===== src/rtl/mips_pkg.sv =====
// Shared MIPS constants: opcode/funct values used to recognise control
// instructions, the NOP encoding injected as a bubble, and the fetch
// state encoding.
package mips_pkg;

    localparam logic [5:0] OP_RTYPE = 6'b000000;
    localparam logic [5:0] OP_BEQ   = 6'b000100;
    localparam logic [5:0] OP_BNE   = 6'b000101;
    localparam logic [5:0] OP_J     = 6'b000010;
    localparam logic [5:0] OP_JAL   = 6'b000011;

    localparam logic [5:0] FUNCT_JR = 6'b001000;

    localparam logic [31:0] NOP_INSTR = 32'h0000_0000;

    // RUN: fetching normally. WAIT_RESOLVE: a control instruction is in
    // flight and fetch is parked until WB returns the next PC.
    typedef enum logic {
        RUN          = 1'b0,
        WAIT_RESOLVE = 1'b1
    } fetch_state_t;

endpackage


===== src/rtl/ctrl_instr_detect.sv =====
// Combinational decode flagging instructions that change control flow
// (beq, bne, j, jal, jr). Takes only the opcode and funct fields so it can
// be shared with the hazard unit without dragging the whole word along.
module ctrl_instr_detect
    import mips_pkg::*;
(
    input  logic [5:0] opcode,
    input  logic [5:0] funct,
    output logic       is_control
);

    // Opcode decode; jr is the only R-type that redirects.
    always_comb begin
        is_control = 1'b0;
        case (opcode)
            OP_BEQ, OP_BNE, OP_J, OP_JAL: is_control = 1'b1;
            OP_RTYPE:                     is_control = (funct == FUNCT_JR);
            default:                      is_control = 1'b0;
        endcase
    end

endmodule


===== src/rtl/if_fetch_control_unit.sv =====
// Instruction-fetch front end. Holds the PC and the IF/ID pipeline register.
// Branches and jumps resolve only in WB, so after fetching a control
// instruction this block parks, feeds NOP bubbles to decode, and resumes at
// the PC that WB sends back on redirect.
module if_fetch_control_unit
    import mips_pkg::*;
#(
    parameter int          NBits       = 32,
    parameter logic [31:0] RESET_PC    = 32'h0040_0000,
    parameter int          COUNT_WIDTH = 16
) (
    input  logic                   clk,
    input  logic                   reset,
    input  logic                   stall,
    input  logic                   redirect_valid,
    input  logic [NBits-1:0]       redirect_pc,
    output logic [NBits-1:0]       imem_addr,
    input  logic [NBits-1:0]       imem_rdata,
    output logic [NBits-1:0]       out_PC_4,
    output logic [NBits-1:0]       out_Instruction,
    output logic                   out_Valid,
    output logic                   waiting,
    output logic [COUNT_WIDTH-1:0] bubble_count
);

    fetch_state_t           state_reg;
    logic [NBits-1:0]       pc_reg;
    logic [NBits-1:0]       pc_plus4;
    logic                   fetched_is_control;

    // PC+4 wraps naturally at the NBits boundary.
    assign pc_plus4  = pc_reg + NBits'(4);
    assign imem_addr = pc_reg;
    assign waiting   = (state_reg == WAIT_RESOLVE);

    ctrl_instr_detect u_detect (
        .opcode     (imem_rdata[31:26]),
        .funct      (imem_rdata[5:0]),
        .is_control (fetched_is_control)
    );

    // PC, fetch state, IF/ID register and bubble counter. Redirect wins over
    // both stall (for PC/state) and a normal fetch; a bubble keeps the last
    // PC+4 so decode still sees a sensible link value.
    always_ff @(posedge clk or posedge reset) begin
        if (reset) begin
            state_reg       <= RUN;
            pc_reg          <= RESET_PC[NBits-1:0];
            out_PC_4        <= '0;
            out_Instruction <= '0;
            out_Valid       <= 1'b0;
            bubble_count    <= '0;
        end else if (redirect_valid) begin
            pc_reg    <= redirect_pc;
            state_reg <= RUN;
            if (!stall) begin
                out_Instruction <= NBits'(NOP_INSTR);
                out_Valid       <= 1'b0;
                if (bubble_count != '1)
                    bubble_count <= bubble_count + 1'b1;
            end
        end else if (state_reg == RUN) begin
            if (!stall) begin
                out_PC_4        <= pc_plus4;
                out_Instruction <= imem_rdata;
                out_Valid       <= 1'b1;
                pc_reg          <= pc_plus4;
                if (fetched_is_control)
                    state_reg <= WAIT_RESOLVE;
            end
        end else begin
            if (!stall) begin
                out_Instruction <= NBits'(NOP_INSTR);
                out_Valid       <= 1'b0;
                if (bubble_count != '1)
                    bubble_count <= bubble_count + 1'b1;
            end
        end
    end

endmodule


===== config.mk =====
export PLATFORM = sky130hd
export DESIGN_NAME = if_fetch_control_unit
export DESIGN_NICKNAME = d
export VERILOG_FILES = /design/src/rtl/mips_pkg.sv /design/src/rtl/ctrl_instr_detect.sv /design/src/rtl/if_fetch_control_unit.sv
export SDC_FILE = /design/constraint.sdc
export NUM_CORES = 1
export LEC_CHECK = 0
export BUFFER_PORTS_ARGS = -buffer_cell sky130_fd_sc_hd__buf_2
export CAP_MARGIN = 5
export CORE_ASPECT_RATIO = 1.25
export CORE_MARGIN = 4
export CORE_UTILIZATION = 54
export CTS_CLUSTER_SIZE = 16
export DETAILED_ROUTE_END_ITERATION = 6
export GPL_ROUTABILITY_DRIVEN = 0
export GPL_TIMING_DRIVEN = 1
export MAX_ROUTING_LAYER = met4
export PLACE_DENSITY = 0.91
export REMOVE_ABC_BUFFERS = 1
export SKIP_LAST_GASP = 1
export SLEW_MARGIN = 20
export SYNTH_ARGS = -nofsm -noshare
export SYNTH_HDL_FRONTEND = slang
export SYNTH_SLANG_ARGS = --single-unit

===== constraint.sdc =====
create_clock -name clk -period 6.4 [get_ports clk]
set_clock_uncertainty 0.05 [all_clocks]
set_input_delay 0.64 -clock clk [delete_from_list [all_inputs] [get_ports clk]]
set_output_delay 0.64 -clock clk [all_outputs]
set_load 0.01 [all_outputs]

==> flow_metrics.tcl, run 1 <==
set metrics [dict create \
    io_buffers 181 \
    fin_ws_ns 3.83 \
    hold_path_class "input port to asynchronous set/reset pin" \
    required_ns 6.66 \
    fin_crit_sh_pct 40.1 \
    cellPowerDensity_nw_per_um2 328 \
    r2r_start "imem_addr[13]$_DFFE_PP0P_" \
    slew_headroom_pct 37.1 \
    nets 774 \
    worstMarginPinSlew_ns 0.944 \
    fmax_mhz 390 \
    r2r_setup_slack_ns 3.95 \
    period_needed_ns 2.57 \
    antenna_cells 0 \
    dp_slack_ns 3.56 \
    r2r-end "out_PC_4[27]$_DFFE_PP0P_" \
    drive_above_1_share_pct 32.4 \
    place_area_um2 6250 \
    htreeDepth 4 \
    dr.pass1.iters 5 \
    via_per_inst 5.62 \
    cts_setup_buffers 0 \
    grt_antenna_before_repair 0 \
    drc_errors 0 \
    synthCells 536 \
    setup_viol 0 \
    wl_met2_um 7650 \
    ant_nets 0 \
    slew_violations 0 \
    clk_pin_slew_ns 0.05 \
    grt_start_max_net_pins 67 \
    dp_hpwl_um 10100 \
    drt-met1-wl_um 5520 \
    startpoint_type "input port" \
    ctsLongestPathBuffers 2 \
    path_class "input port to flip-flop" \
    grt-ovfl-total 0 \
    rsz0062_at_grt "no" \
    synthArstFlopShare_pct 100 \
    top_layer "met4" \
    die_h_um 119 \
    hold_ws_ns 0.271 \
    placedCellCount 811 \
    synth-edff-count 0 \
    cp-end-kind "flip-flop" \
    p_leak_uw 0.00327 \
    finalHoldViolCount 0 \
    syn2layout_area_growth_pct 29.8 \
    worstRegToRegCells 5 \
    setup_tns_ns 0 \
    boundaryPins 182 \
    grt_pass1_vias 4854 \
    fp.coreArea_um2 9610 \
    crit_arrival_ns 2.82 \
    cts.sinks 114 \
    hold_buffers 0 \
    die_area_um2 11500 \
    die_width_um 96.8 \
    vias 4741 \
    cts_root_buf "clkbuf_16" \
    stdcell_area_um2 6910 \
    yosysWarnings 0 \
    wl_met3_um 1170 \
    critPathMaxFanout 66 \
    wl_um 14700 \
    initial_core_util_pct 55.4 \
    final_cells 843 \
    fill_cells 668 \
    irDropWorstVdd_v 0.000268 \
    cts_resized 0 \
    critPathLaunch "redirect_valid" \
    ys_seq_area_share_pct 53.6 \
    ys_ff_latch 114 \
    synth.distinct_cells 38 \
    critPathCapture "bubble_count[13]$_DFFE_PP0P_" \
    postSynthAreaPerCell_um2 9.93 \
    synth_area_um2 5320 \
    maxCapViolations 0 \
    drt_iter0_drc 312 \
    clock_latency_ns 0.40 \
    wl_per_cell_um 17.4 \
    cts_made_buffers 17 \
    cts_tree "done" \
    grt_use_total_pct 26.6 \
    status "finished clean" \
    synthFlopType "dfrtp_1" \
    rows 40 \
    grt_pass1_wl_um 24100 \
]
## cells by family (layout without fill, tap and decap cells)
family / after synthesis / after routing / share of synthesized area [%]
AOI/OAI and AO/OA: 97 / 97 / 11.1
xor gates and xnor gates: 69 / 69 / 11.4
buffers and inverters: 38 / 219 / 3.13
and+or+nand+nor: 210 / 210 / 19.1
muxes: 6 / 6 / 1.25
adders and majority gates: 2 / 2 / 0.470
DFF: 114 / 114 / 53.6
## layout make-up
class                           instances  area, µm²  share of cell area (%)
Clock inverter                         12        205                    2.97
Timing Repair Buffer                  184        928                    13.4
Clock buffer                           20        447                    6.47
Tap cell                              126        158                    2.28
Sequential cell                       114       2850                    41.3
Inverter                                3       13.8                   0.199
Multi-Input combinational cell        384       2300                    33.3
## stage by stage
step / total power [µW] / util (%)
2_1_floorplan: 1070 / -
3_3_place_gp: 1220 / 65.1
3_5_place_dp: 1240 / 65.1
4_1_cts: 2270 / 71.9
5_1_grt: 2360 / 71.9
6_report: 2270 / 71.9
## where the power goes
part           internal, µW  switching, µW
Clock                   702            334
Sequential              809           90.4
Combinational           145            186
## placed cells by master, fill, tap and decap left out, drive strengths merged, types with 5 or more instances in the layout
| cell type | count |
|---|---|
| nor3 | 19 |
| nand2 | 109 |
| nand3 | 22 |
| clkinvlp | 5 |
| mux2 | 5 |
| a22o | 24 |
| clkbuf | 20 |
| dfrtp | 113 |
| o21ai | 68 |
| and3 | 7 |
| buf | 184 |
| nor2 | 16 |
| nor4 | 6 |
| nand4 | 17 |
| xor2 | 27 |
| xnor2 | 42 |
| bufinv | 5 |
## state kept, by name, indices dropped and copies added, names as in the netlist
name and cells:
out_Valid 1, bubble_count 16, out_Instruction 32, waiting 1
imem_addr 32, out_PC_4 32
## worst min path at each step
stage	slack, ns	cells after the start	from	end
after floorplan	0.46	2	out_Valid$_DFFE_PP0P_	out_Valid$_DFFE_PP0P_
after global placement	0.41	2	out_PC_4[15]$_DFFE_PP0P_	out_PC_4[15]$_DFFE_PP0P_
after detailed placement	0.42	2	out_PC_4[7]$_DFFE_PP0P_	out_PC_4[7]$_DFFE_PP0P_
after CTS	0.30	2	reset	out_Instruction[15]$_DFFE_PP0P_
after global routing	0.33	2	reset	out_Instruction[5]$_DFFE_PP0P_
final	0.27	2	reset	out_Instruction[15]$_DFFE_PP0P_
## worst max-delay path, cell delays in order
cell and delay [ns]:
buf_2 0.08, buf_4 0.47, nor2_1 0.29, or3_1 0.46
nor3_1 0.37, o2111ai_1 0.24, xnor2_1 0.25
## layer usage
| metal | GRT usage (%) | vias to the layer above |
|---|---|---|
| li1 | - | 2185 |
| met1 | 30.4 | 2294 |
| met2 | 45.4 | 234 |
| met3 | 6.68 | 28 |
| met4 | 9.31 | 0 |
| met5 | - | - |
## Yosys cell counts (3+ instances only)
master	number	area share [%]
a22o_1	24	4.0
nor4_1	4	0.47
inv_1	3	0.21
o21ai_1	16	1.5
clkbuf_1	25	1.8
nor3_2	6	1.1
mux2_2	5	1.1
nand2_1	109	7.7
buf_4	3	0.42
o21ai_0	52	4.9
and3_1	7	0.82
xnor2_1	42	6.9
and4_1	3	0.49
xor2_1	27	4.4
dfrtp_1	113	53
nor3_1	13	1.2
nand3_1	22	2.1
buf_2	4	0.38
nor2_1	16	1.1
or3_1	3	0.35
nand4_1	17	2.0
No activity file was read; power rests on OpenSTA's default activity.
==> inputs of run 2 (changes only) <==
--- a/config.mk
+++ b/config.mk
@@ -5,17 +5,18 @@
 export SDC_FILE = /design/constraint.sdc
 export NUM_CORES = 1
 export LEC_CHECK = 0
+export ABC_AREA = 1
 export BUFFER_PORTS_ARGS = -buffer_cell sky130_fd_sc_hd__buf_2
 export CAP_MARGIN = 5
 export CORE_ASPECT_RATIO = 1.25
 export CORE_MARGIN = 4
-export CORE_UTILIZATION = 54
+export CORE_UTILIZATION = 51
 export CTS_CLUSTER_SIZE = 16
 export DETAILED_ROUTE_END_ITERATION = 6
 export GPL_ROUTABILITY_DRIVEN = 0
 export GPL_TIMING_DRIVEN = 1
 export MAX_ROUTING_LAYER = met4
-export PLACE_DENSITY = 0.91
+export PLACE_DENSITY = 0.86
 export REMOVE_ABC_BUFFERS = 1
 export SKIP_LAST_GASP = 1
 export SLEW_MARGIN = 20
==> constraint.sdc (replaced) <==
create_clock -name clk -period 2.5 [get_ports clk]
set_clock_uncertainty 0.05 [all_clocks]
set_input_delay 0.25 -clock clk [delete_from_list [all_inputs] [get_ports clk]]
set_output_delay 0.25 -clock clk [all_outputs]
set_load 0.01 [all_outputs]
==> run 2 against run 1 <==
Routed wire length grew 5.5%. Clock-buffer cell count grew 3. Die area rose by 10%. Combinational power increased to 2.8 times the previous value. Sequential cell count unchanged. Hold slack got worse by 0.26 ns. Critical path type is now flip-flop to flip-flop. Largest cell class unchanged. Highest routed layer unchanged.
==> flow_metrics.tcl, run 2 <==
set metrics [dict create \
    final_cell_mix "nand2_1, buf_2, dfrtp_1, inv_1, nor2_1" \
    hold_depth 3 \
    via_per_inst 5.15 \
    required_ns 2.79 \
    final_core_util_pct 67.9 \
    status "finished clean" \
    rows 42 \
    place_area_um2 6600 \
    irDropWorstVdd_v 0.000453 \
    ys_ff_latch 114 \
    hold_path_class "input port to flip-flop" \
    rsz0062_at_grt "no" \
    htreeDepth 4 \
    critPathMaxFanout 27 \
    boundaryPins 182 \
    synth-edff-count 0 \
    postSynthAreaPerCell_um2 7.78 \
    drt_iter0_drc 268 \
    cts_made_buffers 17 \
    die_area_um2 12700 \
    layout_commonest_cell "nand2_1" \
    fp.coreArea_um2 10600 \
    initial_core_util_pct 52.5 \
    setup_viol 0 \
    synth_area_um2 5570 \
    vias 5398 \
    slew_headroom_pct 64.4 \
    die_width_um 101 \
    fin_crit_sh_pct 75.4 \
    fill_cells 887 \
    cellPowerDensity_nw_per_um2 757 \
    grt_use_total_pct 25.8 \
    synth_commonest_cells "nand2_1, dfrtp_1, inv_1, nor2_1, nand3_1" \
    r2r-end "out_PC_4[23]$_DFFE_PP0P_" \
    r2r_setup_slack_ns 0.62 \
    cts_root_buf "clkbuf_16" \
    cts.sinks 114 \
    synth_top_cell_by_area "dfrtp_1" \
    min_from "imem_rdata[1]" \
    synthCells 716 \
    grt-ovfl-total 0 \
    grt_antenna_before_repair 1 \
    cts_resized 0 \
    slew_violations 0 \
    startpoint_type "flip-flop" \
    yosysMostFrequentCell "nand2_1" \
    fmax_mhz 531 \
    wl_per_cell_um 14.8 \
    synth.distinct_cells 30 \
    dr.pass1.iters 5 \
    r2r_start "waiting$_DFF_PP0_" \
    worstRegToRegCells 6 \
    drive_above_1_share_pct 25.4 \
    syn2layout_area_growth_pct 29.4 \
    die_h_um 125 \
    period_needed_ns 1.88 \
    cp-end-kind "flip-flop" \
    finalHoldViolCount 0 \
    ant_nets 0 \
    grt_pass1_wl_um 25200 \
    synthFlopType "dfrtp_1" \
    nets 975 \
    grt_start_max_net_pins 45 \
    ctsLongestPathBuffers 2 \
    ys_seq_area_share_pct 51.2 \
    crit_arrival_ns 2.18 \
    yosysWarnings 0 \
    p_leak_uw 0.00401 \
    maxCapViolations 0 \
    path_class "flip-flop to flip-flop" \
    clk_pin_slew_ns 0.05 \
    hold_ws_ns 0.0155 \
    wl_um 15500 \
    grt_pass1_vias 5195 \
    cts_tree "done" \
    drc_errors 0 \
    stdcell_area_um2 7210 \
    synthArstFlopShare_pct 100 \
    dp_hpwl_um 11200 \
    yosys-top-cells-area "dfrtp_1, nand2_1, inv_1" \
    worstMarginPinSlew_ns 0.533 \
    min_to "out_Instruction[1]$_DFFE_PP0P_" \
    clock_latency_ns 0.40 \
    yosysTopAreaCellShare_pct 50.8 \
    io_buffers 181 \
]
## run 2: per-stage QoR
stage,setup WS [ns],TNS [ns],power [µW],instances
2_1_floorplan,-0.814,-92.00,2760,693
3_3_place_gp,0.641,0,3200,1013
3_5_place_dp,0.637,0,3220,1013
4_1_cts,0.618,0,5500,1047
5_1_grt,0.372,0,5720,1048
6_report,0.616,0,5450,1048
## run 2: worst max path at each step
stage,from,to,slack (ns),cells past startpoint
6_report,waiting$_DFF_PP0_,out_PC_4[23]$_DFFE_PP0P_,0.62,6
5_1_grt,bubble_count[0]$_DFFE_PP0P_,bubble_count[10]$_DFFE_PP0P_,0.37,8
4_1_cts,bubble_count[0]$_DFFE_PP0P_,bubble_count[10]$_DFFE_PP0P_,0.62,8
3_5_place_dp,bubble_count[0]$_DFFE_PP0P_,bubble_count[10]$_DFFE_PP0P_,0.64,8
3_3_place_gp,waiting$_DFF_PP0_,out_PC_4[23]$_DFFE_PP0P_,0.64,6
2_1_floorplan,reset,bubble_count[0]$_DFFE_PP0P_,-0.81,1
## run 2: power breakdown
| group | leakage (µW) | total (µW) | internal (µW) | switching (µW) |
|---|---|---|---|---|
| registers | 0.00145 | 2270 | 2070 | 198 |
| logic | 0.00228 | 931 | 380 | 551 |
| clock network | 0.000280 | 2250 | 1470 | 784 |
## run 2: area by class of cell
class	count	area, µm²	share of cell area [%]
sequential	114	2850	39.6
antenna	1	2.50	0.0347
clock buffer	23	498	6.91
inverter	73	279	3.87
multi-input combinational	506	2320	32.2
timing repair buffer	193	1030	14.3
tap	132	165	2.29
clock inverter	6	55.1	0.764
## run 2: per-layer routing
metal,share of wire (%),wire (µm),vias up,GRT usage [%]
li1,-,-,2622,-
met1,40,6120,2515,30.7
met2,49,7590,224,41.8
met3,8.2,1270,37,6.05
met4,3.2,488,0,10.5
met5,0,0,-,-
## run 2: timing repair
| action | CTS | global route |
|---|---|---|
| hold buffers | 5 | 0 |
| buffers inserted | 0 | 0 |
| endpoints found under the hold margin | 38 | 0 |
## run 2: cells by family (layout without fill, tap and decap cells)
family                   after synthesis  after routing  synth area share, %
flip-flops                           114            114                 51.2
AO/OA/AOI/OAI                         81             81                 9.57
buffers and inverters                 96            295                 7.10
adder cells (fa/ha/maj)                2              2                0.449
XOR/XNOR                              15             15                 2.36
other                                  0              1                    0
AND/OR/NAND/NOR                      408            408                 29.3
## run 2: worst max-delay path, stage by stage, from the launching register on
cell and delay [ns]:
dfrtp_1 0.46, nor2_4 0.34, nand2_2 0.10, inv_2 0.42, buf_12 0.24, nand3_1 0.12, nand2_1 0.07
